## src/rtl/hit_life_manager_if.sv

```systemverilog
// Signal bundle between game control (master) and the life manager (slave).
// The master drives the frame, hit, bonus and start pulses; the slave returns life and status flags.
interface hit_life_manager_if #(
    parameter int LIVES_W = 3
);
    logic               startOfFrame;
    logic               hitPulse;
    logic               lifeBonusPulse;
    logic               startGame;
    logic [LIVES_W-1:0] lives;
    logic               playing;
    logic               invulnerable;
    logic               blinkHide;
    logic               gameOver;
    logic               lifeLostPulse;

    modport master (
        output startOfFrame,
        output hitPulse,
        output lifeBonusPulse,
        output startGame,
        input  lives,
        input  playing,
        input  invulnerable,
        input  blinkHide,
        input  gameOver,
        input  lifeLostPulse
    );

    modport slave (
        input  startOfFrame,
        input  hitPulse,
        input  lifeBonusPulse,
        input  startGame,
        output lives,
        output playing,
        output invulnerable,
        output blinkHide,
        output gameOver,
        output lifeLostPulse
    );
endinterface

```

## src/rtl/hit_life_manager.sv

```systemverilog
// Player life counter with a frame-counted invulnerability window and sprite blink control.
// Hits remove a life and open the window; bonus pickups restore lives up to a ceiling.
module hit_life_manager #(
    parameter int INIT_LIVES    = 3,
    parameter int MAX_LIVES     = 7,
    parameter int LIVES_W       = 3,
    parameter int INVULN_FRAMES = 60,
    parameter int BLINK_PERIOD  = 4
) (
    input  logic             clk,
    input  logic             resetN,
    hit_life_manager_if.slave bus
);
    localparam int CNT_W     = (INVULN_FRAMES > 1) ? $clog2(INVULN_FRAMES) : 1;
    localparam int BLINK_BIT = $clog2(BLINK_PERIOD);
    // Wide enough to hold both the incremented count and the blink bit position.
    localparam int NEXT_W    = (CNT_W + 1 > BLINK_BIT + 1) ? CNT_W + 1 : BLINK_BIT + 1;

    localparam logic [LIVES_W-1:0] LIVES_INIT = LIVES_W'(INIT_LIVES);
    localparam logic [LIVES_W-1:0] LIVES_MAX  = LIVES_W'(MAX_LIVES);
    localparam logic [LIVES_W-1:0] LIVES_ONE  = LIVES_W'(1);
    localparam logic [CNT_W-1:0]   CNT_LAST   = CNT_W'(INVULN_FRAMES - 1);
    localparam logic [NEXT_W-1:0]  BLINK_MASK = NEXT_W'(1) << BLINK_BIT;

    typedef enum logic [1:0] {
        S_IDLE,
        S_PLAY,
        S_INVULN,
        S_OVER
    } state_t;

    state_t             r_state;
    logic [LIVES_W-1:0] r_lives;
    logic [CNT_W-1:0]   r_frame_cnt;
    logic               r_playing;
    logic               r_invulnerable;
    logic               r_blink_hide;
    logic               r_game_over;
    logic               r_life_lost;

    logic [LIVES_W-1:0] w_lives_inc;
    logic [LIVES_W-1:0] w_lives_dec;
    logic [NEXT_W-1:0]  w_cnt_next;
    logic               w_blink_next;

    assign w_lives_inc  = (r_lives >= LIVES_MAX) ? LIVES_MAX : r_lives + LIVES_ONE;
    assign w_lives_dec  = (r_lives == '0) ? '0 : r_lives - LIVES_ONE;
    assign w_cnt_next   = NEXT_W'(r_frame_cnt) + NEXT_W'(1);
    assign w_blink_next = |(w_cnt_next & BLINK_MASK);

    always_ff @(posedge clk or negedge resetN) begin
        if (!resetN) begin
            r_state        <= S_IDLE;
            r_lives        <= LIVES_INIT;
            r_frame_cnt    <= '0;
            r_playing      <= 1'b0;
            r_invulnerable <= 1'b0;
            r_blink_hide   <= 1'b0;
            r_game_over    <= 1'b0;
            r_life_lost    <= 1'b0;
        end else begin
            r_life_lost <= 1'b0;
            case (r_state)
                S_IDLE: begin
                    if (bus.startGame) begin
                        r_state   <= S_PLAY;
                        r_lives   <= LIVES_INIT;
                        r_playing <= 1'b1;
                    end
                end

                S_PLAY: begin
                    if (bus.hitPulse) begin
                        r_life_lost <= 1'b1;
                        // A bonus in the same clock cancels the decrement and forbids game over.
                        if (!bus.lifeBonusPulse && r_lives <= LIVES_ONE) begin
                            r_state     <= S_OVER;
                            r_lives     <= '0;
                            r_playing   <= 1'b0;
                            r_game_over <= 1'b1;
                        end else begin
                            r_state        <= S_INVULN;
                            r_frame_cnt    <= '0;
                            r_invulnerable <= 1'b1;
                            r_blink_hide   <= 1'b0;
                            if (!bus.lifeBonusPulse) begin
                                r_lives <= w_lives_dec;
                            end
                        end
                    end else if (bus.lifeBonusPulse) begin
                        r_lives <= w_lives_inc;
                    end
                end

                S_INVULN: begin
                    if (bus.lifeBonusPulse) begin
                        r_lives <= w_lives_inc;
                    end
                    if (bus.startOfFrame) begin
                        if (r_frame_cnt == CNT_LAST) begin
                            r_state        <= S_PLAY;
                            r_frame_cnt    <= '0;
                            r_invulnerable <= 1'b0;
                            r_blink_hide   <= 1'b0;
                        end else begin
                            r_frame_cnt  <= w_cnt_next[CNT_W-1:0];
                            r_blink_hide <= w_blink_next;
                        end
                    end
                end

                S_OVER: begin
                    if (bus.startGame) begin
                        r_state     <= S_PLAY;
                        r_lives     <= LIVES_INIT;
                        r_playing   <= 1'b1;
                        r_game_over <= 1'b0;
                    end
                end

                default: begin
                    r_state <= S_IDLE;
                end
            endcase
        end
    end

    assign bus.lives         = r_lives;
    assign bus.playing       = r_playing;
    assign bus.invulnerable  = r_invulnerable;
    assign bus.blinkHide     = r_blink_hide;
    assign bus.gameOver      = r_game_over;
    assign bus.lifeLostPulse = r_life_lost;
endmodule

```

## src/flat_wrapper.sv

```systemverilog
// flat-port wrapper written by rule: the top's interface ports become plain ports
module hit_life_manager_flat 
#(
    parameter int INIT_LIVES    = 3,
    parameter int MAX_LIVES     = 7,
    parameter int LIVES_W       = 3,
    parameter int INVULN_FRAMES = 60,
    parameter int BLINK_PERIOD  = 4
)
  (clk, resetN, bus_startOfFrame, bus_hitPulse, bus_lifeBonusPulse, bus_startGame, bus_lives, bus_playing, bus_invulnerable, bus_blinkHide, bus_gameOver, bus_lifeLostPulse);
  hit_life_manager_if #(.LIVES_W(LIVES_W)) bus_i ();
  input  logic clk;
  input  logic resetN;
  input wire logic [$bits(bus_i.startOfFrame)-1:0] bus_startOfFrame;
  input wire logic [$bits(bus_i.hitPulse)-1:0] bus_hitPulse;
  input wire logic [$bits(bus_i.lifeBonusPulse)-1:0] bus_lifeBonusPulse;
  input wire logic [$bits(bus_i.startGame)-1:0] bus_startGame;
  output wire logic [$bits(bus_i.lives)-1:0] bus_lives;
  output wire logic [$bits(bus_i.playing)-1:0] bus_playing;
  output wire logic [$bits(bus_i.invulnerable)-1:0] bus_invulnerable;
  output wire logic [$bits(bus_i.blinkHide)-1:0] bus_blinkHide;
  output wire logic [$bits(bus_i.gameOver)-1:0] bus_gameOver;
  output wire logic [$bits(bus_i.lifeLostPulse)-1:0] bus_lifeLostPulse;
  assign bus_i.startOfFrame = bus_startOfFrame;
  assign bus_i.hitPulse = bus_hitPulse;
  assign bus_i.lifeBonusPulse = bus_lifeBonusPulse;
  assign bus_i.startGame = bus_startGame;
  assign bus_lives = bus_i.lives;
  assign bus_playing = bus_i.playing;
  assign bus_invulnerable = bus_i.invulnerable;
  assign bus_blinkHide = bus_i.blinkHide;
  assign bus_gameOver = bus_i.gameOver;
  assign bus_lifeLostPulse = bus_i.lifeLostPulse;
  hit_life_manager #(.INIT_LIVES(INIT_LIVES), .MAX_LIVES(MAX_LIVES), .LIVES_W(LIVES_W), .INVULN_FRAMES(INVULN_FRAMES), .BLINK_PERIOD(BLINK_PERIOD)) u_core (.clk(clk), .resetN(resetN), .bus(bus_i));
endmodule
```

## config.mk

```make
export PLATFORM = sky130hd
export DESIGN_NAME = hit_life_manager_flat
export DESIGN_NICKNAME = d
export VERILOG_FILES = /design/src/rtl/hit_life_manager_if.sv /design/src/rtl/hit_life_manager.sv /design/src/flat_wrapper.sv
export SDC_FILE = /design/constraint.sdc
export NUM_CORES = 1
export LEC_CHECK = 0
export CAP_MARGIN = 20
export CELL_PAD_IN_SITES_DETAIL_PLACEMENT = 2
export CELL_PAD_IN_SITES_GLOBAL_PLACEMENT = 2
export CORE_MARGIN = 2
export CORE_UTILIZATION = 36
export CTS_CLUSTER_DIAMETER = 30
export DETAILED_ROUTE_END_ITERATION = 12
export GPL_TIMING_DRIVEN = 0
export PLACE_DENSITY_LB_ADDON = 0.25
export RECOVER_POWER = 25
export SLEW_MARGIN = 20
export SYNTH_ARGS = -nofsm -noshare
export SYNTH_HDL_FRONTEND = slang
export SYNTH_SLANG_ARGS = --single-unit
```

## constraint.sdc

```tcl
create_clock -name clk -period 4.3 [get_ports clk]
set_input_delay 0.43 -clock clk [delete_from_list [all_inputs] [get_ports clk]]
set_output_delay 0.43 -clock clk [all_outputs]
set_load 0.01 [all_outputs]
```

Yosys cells after proc, flatten, opt, wreduce, memory -nomap -nowiden

Cells that the tools add are included.

Flip-flop bits (word level): 16
Input port bits: 6
Output and inout bits: 8
Logic and storage cells: 78

Add/subtract/negate cells: 3
Magnitude comparators: 2
Equality and inequality tests: 12
Mux-type cells: 39
Reduce and logical (&&, ||, !) cells: 14

Operators with widths:

| operator                                                                | number |
|---|---|
| 6-bit 2-to-1 mux                                                        | 4 |
| 3-bit 2-to-1 mux                                                        | 7 |
| 1-bit 2-to-1 mux                                                        | 17 |
| 4-bit AND reduction                                                     | 4 |
| 6-bit one-hot mux with 2 select lines                                   | 1 |
| 3-bit one-hot mux with 3 select lines                                   | 1 |
| 2-bit 2-to-1 mux                                                        | 4 |
| 2-bit inequality test, second input constant                            | 4 |
| 1-bit one-hot mux with 2 select lines                                   | 4 |
| 6-bit by 1-bit adder with 6-bit output, second input constant           | 1 |
| 6-bit equality test, second input constant                              | 1 |
| 2-bit by 1-bit inequality test with 1-bit output, second input constant | 3 |
| 2-bit one-hot mux with 3 select lines                                   | 1 |
| 2-bit nonzero test                                                      | 3 |
| 5-bit AND reduction                                                     | 1 |
| 2-bit equality test, second input constant                              | 2 |
| 4-bit by 3-bit inequality test with 1-bit output, second input constant | 1 |
| 3-bit by 1-bit adder with 3-bit output, second input constant           | 1 |
| 3-bit >= comparator, second input constant                              | 1 |
| 3-bit by 1-bit <= comparator with 1-bit output, second input constant   | 1 |
| 3-bit zero test                                                         | 1 |
| 3-bit by 1-bit subtractor with 3-bit output, second input constant      | 1 |
| 2-bit by 1-bit equality test with 1-bit output, second input constant   | 1 |
| 2-bit zero test                                                         | 1 |
| other kinds (4)                                                         | 4 |

Depth between registers and ports, before layout

Gate-level depths: netlist of the first run.

Depth after elaboration: 6
Mapped depth: 9
Mapped depth without buffers: 8

Worst setup path before layout of the first run

Ideal clock, no wire load.

Path kind: register to register
Start: register u_core.r_lives[1], in the netlist u_core.bus.lives[1]
End: register u_core.r_frame_cnt[4]
Library setup time: 124 ps
Arrival time: 1,590 ps
Data required time: 4,176 ps
Slack: 2,586 ps
Stages on the path, launching flop included: 7
Buffers on the path: 0
Clock period less this slack: 1,714 ps
Cells stage by stage: dfstp_2 > inv_1 > ha_1 > o21bai_4 > nand3_1 > nand2_1 > a211o_1

Word-level cells in the longest chain between the ends: 4

Ends and longest elaborated chain:

| what                                           | line                    | RTL |
|---|---|---|
| start: declaration                             | hit_life_manager.sv:33  | `logic [LIVES_W-1:0] r_lives;` |
| start signal: assignment                       | hit_life_manager.sv:87  | `r_lives <= w_lives_dec;` |
| start signal: assignment                       | hit_life_manager.sv:91  | `r_lives <= w_lives_inc;` |
| start signal: assignment                       | hit_life_manager.sv:97  | `r_lives <= w_lives_inc;` |
| 3-bit by 1-bit <= comparator with 1-bit output | hit_life_manager.sv:76  | `if (!bus.lifeBonusPulse && r_lives <= LIVES_ONE) begin` |
| 1-bit logical AND                              | hit_life_manager.sv:76  |  |
| 2-bit inequality test (no source line)         | n/a                     |  |
| 4-bit AND reduction (no source line)           | n/a                     |  |
| end signal: assignment                         | hit_life_manager.sv:106 | `r_frame_cnt <= w_cnt_next[CNT_W-1:0];` |
| end: declaration                               | hit_life_manager.sv:34  | `logic [CNT_W-1:0] r_frame_cnt;` |

No other way between the ends.
A chain may end at the register's enable or synchronous reset.

Final worst setup path of the first run

Start: register u_core.r_state[0]
End: register u_core.r_frame_cnt[4]

Word-level cells in the longest chain between the ends: 3
Elaborated cells between the ends (all ways): 8
Those cells by class: 5 x eq/ne; 1 x mux; 2 x reduce/logical

Ends and longest elaborated chain:

| what                                                                                         | line                   | RTL |
|---|---|---|
| start: declaration                                                                           | hit_life_manager.sv:32 | `state_t r_state;` |
| start signal: assignment                                                                     | hit_life_manager.sv:53 | `r_state <= S_IDLE;` |
| start signal: assignment                                                                     | hit_life_manager.sv:66 | `r_state <= S_PLAY;` |
| start signal: assignment                                                                     | hit_life_manager.sv:77 | `r_state <= S_OVER;` |
| 2-bit by 1-bit equality test with 1-bit output / 2-bit equality test (equally long branches) | hit_life_manager.sv:63 | `case (r_state)` |
| 2-bit inequality test (no source line) / 2-bit nonzero test (equally long branches)          | n/a                    |  |
| 4-bit AND reduction (no source line)                                                         | n/a                    |  |

Parallel ways exist; a longest one is shown, timed or not.

==> metrics.yaml, run 1 <==
power:
  clkPwrFrac_pct: 9.1
  p_per_area_nw_per_um2: 704
  power_switching_uw: 441
  ir_worst_vdd_uv: 272
  p_int_uw: 496
  p_sw_share_pct: 47.1
  power.share.sequential_pct: 27.3
  p_leak_uw: 0.000587
  combPwrFrac_pct: 63.6
routing:
  drc: 0
  viasPerCell: 5.53
  vias: 1034
  drt_wl_total_um: 3380
  drtIter0Drc: 30
  post_drt_wl_per_cell_um: 18.1
  drt-pass1-iter-count: 4
  drtAntennaViolNets: 0
floorplanning:
  core_area_um2: 3030
  start_util_pct: 37.7
  io_pins: 14
  fp.dieW_um: 60.3
  die_y_um: 60.3
  fp-row-count: 20
  die_area_um2: 3640
place:
  place_congestion: 0.792
  dpl-instance-area_um2: 1310
  port_buffers: 11
  dp_hpwl_um: 2560
  placed_cells: 183
finish:
  final_util_pct: 44.0
  nNetsFinal: 161
  num_antenna_cells: 0
  fill_cells: 353
  final_area_um2: 1330
  final_cell_mix: "13 x inv_1, 13 x dfrtp_1, 11 x ha_1"
  layout-drive-gt1-share_pct: 11.2
  area_delta_synth_final_pct: 16.8
  final_cells: 187
logic_synthesis:
  syn-cell-area_um2: 1140
  syn_nets: 145
  synth.avg_cell_area_um2: 8.91
  synth_enable_flop_cells: 0
  synthCells: 128
  synth_seq_cells: 15
  yosysWarnings: 0
  ys.flop_type: "dfrtp_1"
  synth.distinct_cells: 46
  ys_async_sr_fraction_pct: 100
  yosysSeqAreaShare_pct: 33.1
clock_network:
  insertion_delay_ps: 290
  cts.clk_slew.worst_paths_ps: 90
  cts_buffers: 3
  cts-root-buf: "clkbuf_4"
  holdBufCountCts: 0
  postCtsResizedCells: 0
  cts.sinks: 15
  cts_tree: "built"
  clockBufferDepth: 2
  post_cts_buffers: 0
  cts-htree-levels: 1
sta:
  skew_ps: 0.865
  worst_pin_slew_ps: 747
  relSlewSlack_pct: 50.1
  hold_viol: 0
  rsz0062_at_grt: "no"
  maxSlewViolCount: 0
  setup_tns_ps: 0
  min_period_ps: 2030
  report.final.setup_viol: 0
  max_freq_ghz: 0.492
  period_share_pct: 47.2
worst_hold_path:
  worstHoldStart: "u_core.r_frame_cnt[0]"
  whs_path_depth: 1
  min_path_type: "reg -> reg"
  hold_end: "u_core.r_frame_cnt[0]"
critical_path:
  worstSetupPathType: "reg -> reg"
  cp-end-kind: "register"
  r2r_end: "u_core.r_frame_cnt[4]"
  cp.arrival_ps: 2220
  r2r_start: "u_core.r_state[0]"
  cp-start-kind: "register"
  crit_fanout: 9
  crit_required_ps: 4480
  rr_worst_depth: 6
  rrSetupSlack_ps: 2270
global_route:
  antenna_found_initial: 0
  grt_pass1_vias: 1144
  grt_first_pass_wirelength_um: 5790
  grt_max_degree: 16
  grt_overflow: 0
  grt_use_total_pct: 21.7
outcome:
  status: "completed"
flow_run:
  cap_viol_max_count: 0
==> metal layers <==
metal | vias to the layer above | wire length, um | GRT usage (%)
met3 | 4 | 34 | 1.95
met2 | 10 | 1850 | 40.7
met4 | 0 | 38 | 6.67
met5 | - | 0 | 0
met1 | 532 | 1450 | 25.8
li1 | 488 | - | -
==> area by class of cell <==
type                    instances  area, um^2  area share, %
inverters                      14        52.6           3.94
flip-flops and latches         15         378           28.4
repair buffers                 11         110           8.26
clock buffers                   4        26.3           1.97
well taps                      44        55.1           4.13
plain buffers                   3        21.3           1.60
multi-input cells              96         689           51.7
==> worst max-delay path, stage by stage (launching register included) <==
cell	delay (ps)
dfrtp_1	450
inv_1	90
ha_1	390
inv_2	140
a211oi_4	470
nand2_1	100
a211o_1	290
==> worst max path at each step <==
stage | from | to | slack (ps) | cells past startpoint
floorplan | u_core.bus.lives[1] | u_core.r_frame_cnt[4] | 2590 | 6
global placement | u_core.r_state[0] | u_core.r_frame_cnt[4] | 2360 | 6
detailed placement | u_core.r_state[0] | u_core.r_frame_cnt[4] | 2280 | 6
CTS | u_core.r_state[0] | u_core.r_frame_cnt[4] | 2280 | 6
global route | u_core.r_state[0] | u_core.r_frame_cnt[4] | 2110 | 6
finish | u_core.r_state[0] | u_core.r_frame_cnt[4] | 2270 | 6
==> synth_stat cells, drive strengths merged, types with 2 or more instances <==
master,number,share of area [%]
a221oi,2,1.5
inv,14,4.6
nand3b,2,1.3
o21ai,6,2.6
nor3,3,1.3
and2,2,1.3
mux2,2,2.0
dfrtp,13,29
dfstp,2,4.6
a21oi,6,2.6
nor2b,4,2.2
ha,11,12
buf,2,1.4
nand3,10,4.4
mux2i,4,3.5
nor2,9,3.2
nand2,10,3.3
a31oi,3,1.6
==> cells by family (layout without fill, tap and decap cells) <==
family	after synthesis	after routing	share of synthesized area [%]
muxes	6	6	5.48
AOI/OAI and AO/OA	33	33	22.0
DFF	15	15	33.1
buffers and inverters	17	32	6.47
adders and majority gates	11	11	12.1
and+or+nand+nor	46	46	20.8
==> per-stage QoR <==
stage               setup slack (ps)  power (uW)  hold slack [ps]
finish                          2270         938              527
detailed placement              2280         854              495
floorplan                       2590         647              134
CTS                             2280         946              525
global route                    2110        1020              531
global placement                2360         814              494
==> power by group through the flow <==
stage | registers [uW] | logic, uW | clock network (uW)
after floorplan | 257 | 391 | 0
after global placement | 250 | 563 | 0
after detailed placement | 259 | 596 | 0
after CTS | 256 | 602 | 87.8
after global routing | 265 | 663 | 94.1
final | 256 | 597 | 85.0
==> flip-flops by register name, summed over array words and instances (netlist names) <==
name,cells
u_core.r_frame_cnt,5
u_core.bus.lives,3
u_core.r_state,2
u_core.bus.blinkHide,1
u_core.bus.gameOver,1
u_core.bus.invulnerable,1
u_core.bus.lifeLostPulse,1
u_core.bus.playing,1
No activity file was read; power rests on OpenSTA's default activity.
==> inputs of run 2 (changes only) <==
--- a/config.mk
+++ b/config.mk
@@ -9,7 +9,7 @@
 export CELL_PAD_IN_SITES_DETAIL_PLACEMENT = 2
 export CELL_PAD_IN_SITES_GLOBAL_PLACEMENT = 2
 export CORE_MARGIN = 2
-export CORE_UTILIZATION = 36
+export CORE_UTILIZATION = 30
 export CTS_CLUSTER_DIAMETER = 30
 export DETAILED_ROUTE_END_ITERATION = 12
 export GPL_TIMING_DRIVEN = 0
==> constraint.sdc (replaced) <==
create_clock -name clk -period 1.86 [get_ports clk]
set_input_delay 0.186 -clock clk [delete_from_list [all_inputs] [get_ports clk]]
set_output_delay 0.186 -clock clk [all_outputs]
set_load 0.01 [all_outputs]
==> metrics.yaml, run 2 (synthesized netlist as in run 1, its figures left out) <==
outcome:
  status: "completed"
worst_hold_path:
  min_path_type: "in -> reg"
  hold_end: "u_core.bus.lifeLostPulse"
  whs_path_depth: 2  # +1
  worstHoldStart: "bus_hitPulse"
power:
  p_int_uw: 1440  # +190%
  p_sw_share_pct: 43.5  # -3.6 points
  power.share.sequential_pct: 22.8  # -4.5 points
  combPwrFrac_pct: 66.5  # +2.9 points
  clkPwrFrac_pct: 10.6  # +1.5 points
  p_per_area_nw_per_um2: 1720  # +140%
  p_leak_uw: 0.000637  # +8.5%
  ir_worst_vdd_uv: 733  # +170%
  power_switching_uw: 1110  # +150%
finish:
  largest_reg_flops: 5  # unchanged
  area_delta_synth_final_pct: 29.7
  num_antenna_cells: 0  # unchanged
  final_area_um2: 1480  # +11%
  layout-drive-gt1-share_pct: 23.8  # +13 points
  nNetsFinal: 169  # +5.0%
  final_cell_mix: "13 x inv_1, 12 x dfrtp_1, 10 x nand2_1, 10 x clkdlybuf4s50_1, 9 x nand3_1"
  final_cells: 199  # +6.4%
  layout_commonest_cell: "inv_1"
  largest_register: "u_core.r_frame_cnt"
critical_path:
  cp-start-kind: "register"
  rrSetupSlack_ps: 90  # -2180 ps
  rr_worst_depth: 7  # +1
  cp_slowest_cell: "dfrtp_2"
  crit_chain: "inv_1 -> ha_4 -> nor2b_2 -> a211oi_4 -> buf_4 -> and2_4 -> a22o_2"
  crit_fanout: 8  # -1
  crit_required_ps: 2000  # -2480 ps
  cp-end-kind: "register"
  r2r_start: "u_core.r_state[0]"
  cpPeakStageDelay_ps: 450  # -20 ps
  r2r_end: "u_core.bus.invulnerable"
  cp.arrival_ps: 1910  # -310 ps
  worstSetupPathType: "reg -> reg"
routing:
  drt_wl_total_um: 3370  # -0.30%
  drtIter0Drc: 16  # -47%
  drc: 0  # unchanged
  drtAntennaViolNets: 0  # unchanged
  viasPerCell: 5.38  # -2.7%
  post_drt_wl_per_cell_um: 16.9  # -6.3%
  drt-pass1-iter-count: 3  # -1
  vias: 1071  # +3.6%
floorplanning:
  core_area_um2: 3660  # +21%
  die_area_um2: 4310  # +19%
  start_util_pct: 31.2  # -6.5 points
  die_y_um: 65.7  # +8.9%
  io_pins: 14  # unchanged
  fp.dieW_um: 65.7  # +8.9%
  fp-row-count: 22  # +10%
global_route:
  grt_use_total_pct: 16.8  # -4.8 points
  grt_pass1_vias: 1178  # +3.0%
  grt_first_pass_wirelength_um: 5640  # -2.5%
  antenna_found_initial: 0  # unchanged
  grt_max_degree: 16  # unchanged
  grt_overflow: 0  # unchanged
clock_network:
  insertion_delay_ps: 250  # -40 ps
  cts_buffers: 3  # unchanged
  clockBufferDepth: 2  # unchanged
  cts.clk_slew.worst_paths_ps: 70  # -20 ps
  cts-htree-levels: 1  # unchanged
  cts.sinks: 15  # unchanged
  cts-root-buf: "clkbuf_8"
  holdBufCountCts: 0  # unchanged
  cts_tree: "built"
place:
  port_buffers: 11  # unchanged
  placed_cells: 187  # +2.2%
  dp_slack_ps: -167  # -2450 ps
  place_congestion: 0.815  # +2.9%
  dp_hpwl_um: 2530  # -0.88%
  dpl-instance-area_um2: 1310  # +0.38%
sta:
  report.final.setup_viol: 0  # unchanged
  hold_viol: 0  # unchanged
  relSlewSlack_pct: 48.7  # -1.3 points
  period_share_pct: 95.3  # +48 points
  skew_ps: 3.77  # +2.90 ps
  min_period_ps: 1770  # -259 ps
  maxSlewViolCount: 0  # unchanged
  worst_pin_slew_ps: 766  # +19.7 ps
  max_freq_ghz: 0.564  # +15%
  postLayoutSetupSlackWorst_ps: 87.0  # -2180 ps
flow_run:
  cap_viol_max_count: 0  # unchanged
-- run 2: power groups by stage --
| stage | clock, uW | sequential, uW | combinational [uW] |
|---|---|---|---|
| detailed placement | 0 | 598 | 1370 |
| global route | 294 | 602 | 1870 |
| CTS | 286 | 570 | 1530 |
| global placement | 0 | 581 | 1310 |
| floorplan | 0 | 594 | 903 |
| finish | 271 | 581 | 1700 |
-- run 2: timing repair --
item,CTS,global route
setup endpoints to repair,11,12
setup buffers,5,3
pin swaps,1,3
gates resized for setup,5,11
-- run 2: worst max path at each step --
stage	startpoint	depth (start not counted)	to
2_1_floorplan	u_core.bus.lives[1]	6	u_core.r_frame_cnt[4]
3_3_place_gp	u_core.r_state[0]	6	u_core.r_frame_cnt[4]
3_5_place_dp	u_core.r_state[0]	6	u_core.r_frame_cnt[4]
4_1_cts	u_core.r_frame_cnt[0]	5	u_core.r_state[1]
5_1_grt	u_core.bus.lives[0]	9	u_core.bus.lives[2]
6_report	u_core.r_state[0]	7	u_core.bus.invulnerable
-- run 2: per-stage QoR --
| step | setup TNS [ps] | power (uW) | hold slack (ps) | util, % |
|---|---|---|---|---|
| final | 0 | 2550 | 349 | 40.4 |
| after global routing | -17.9 | 2770 | 358 | 40.4 |
| after CTS | 0 | 2380 | 345 | 38.4 |
| after detailed placement | -961 | 1970 | 509 | 35.8 |
| after global placement | -307 | 1890 | 501 | 35.8 |
| after floorplan | 0 | 1500 | -110 | - |
-- run 2: critical path, delay by kind of cell, from the launching register on --
| kind | cells | cell delay (ps) |
|---|---|---|
| flops | 1 | 450 |
| fa+ha+maj | 1 | 210 |
| buf+inv | 2 | 270 |
| compound gates | 2 | 310 |
| simple gates | 2 | 410 |
-- run 2: metal layers --
metal,global-route usage (%),vias to the layer above,routed length (um)
met1,21.2,547,1470
met5,0,-,0
met3,2.05,4,68
met2,30.3,11,1790
met4,3.91,0,31
li1,-,509,-
-- run 2: layout make-up --
cell class                      instances  area, um^2
Fill cell                             411        2180
Timing Repair Buffer                   19         170
Inverter                               14        52.6
Clock buffer                            4        45.0
Sequential cell                        15         379
Multi-Input combinational cell         96         752
Tap cell                               48        60.1
Buffer                                  3        21.3
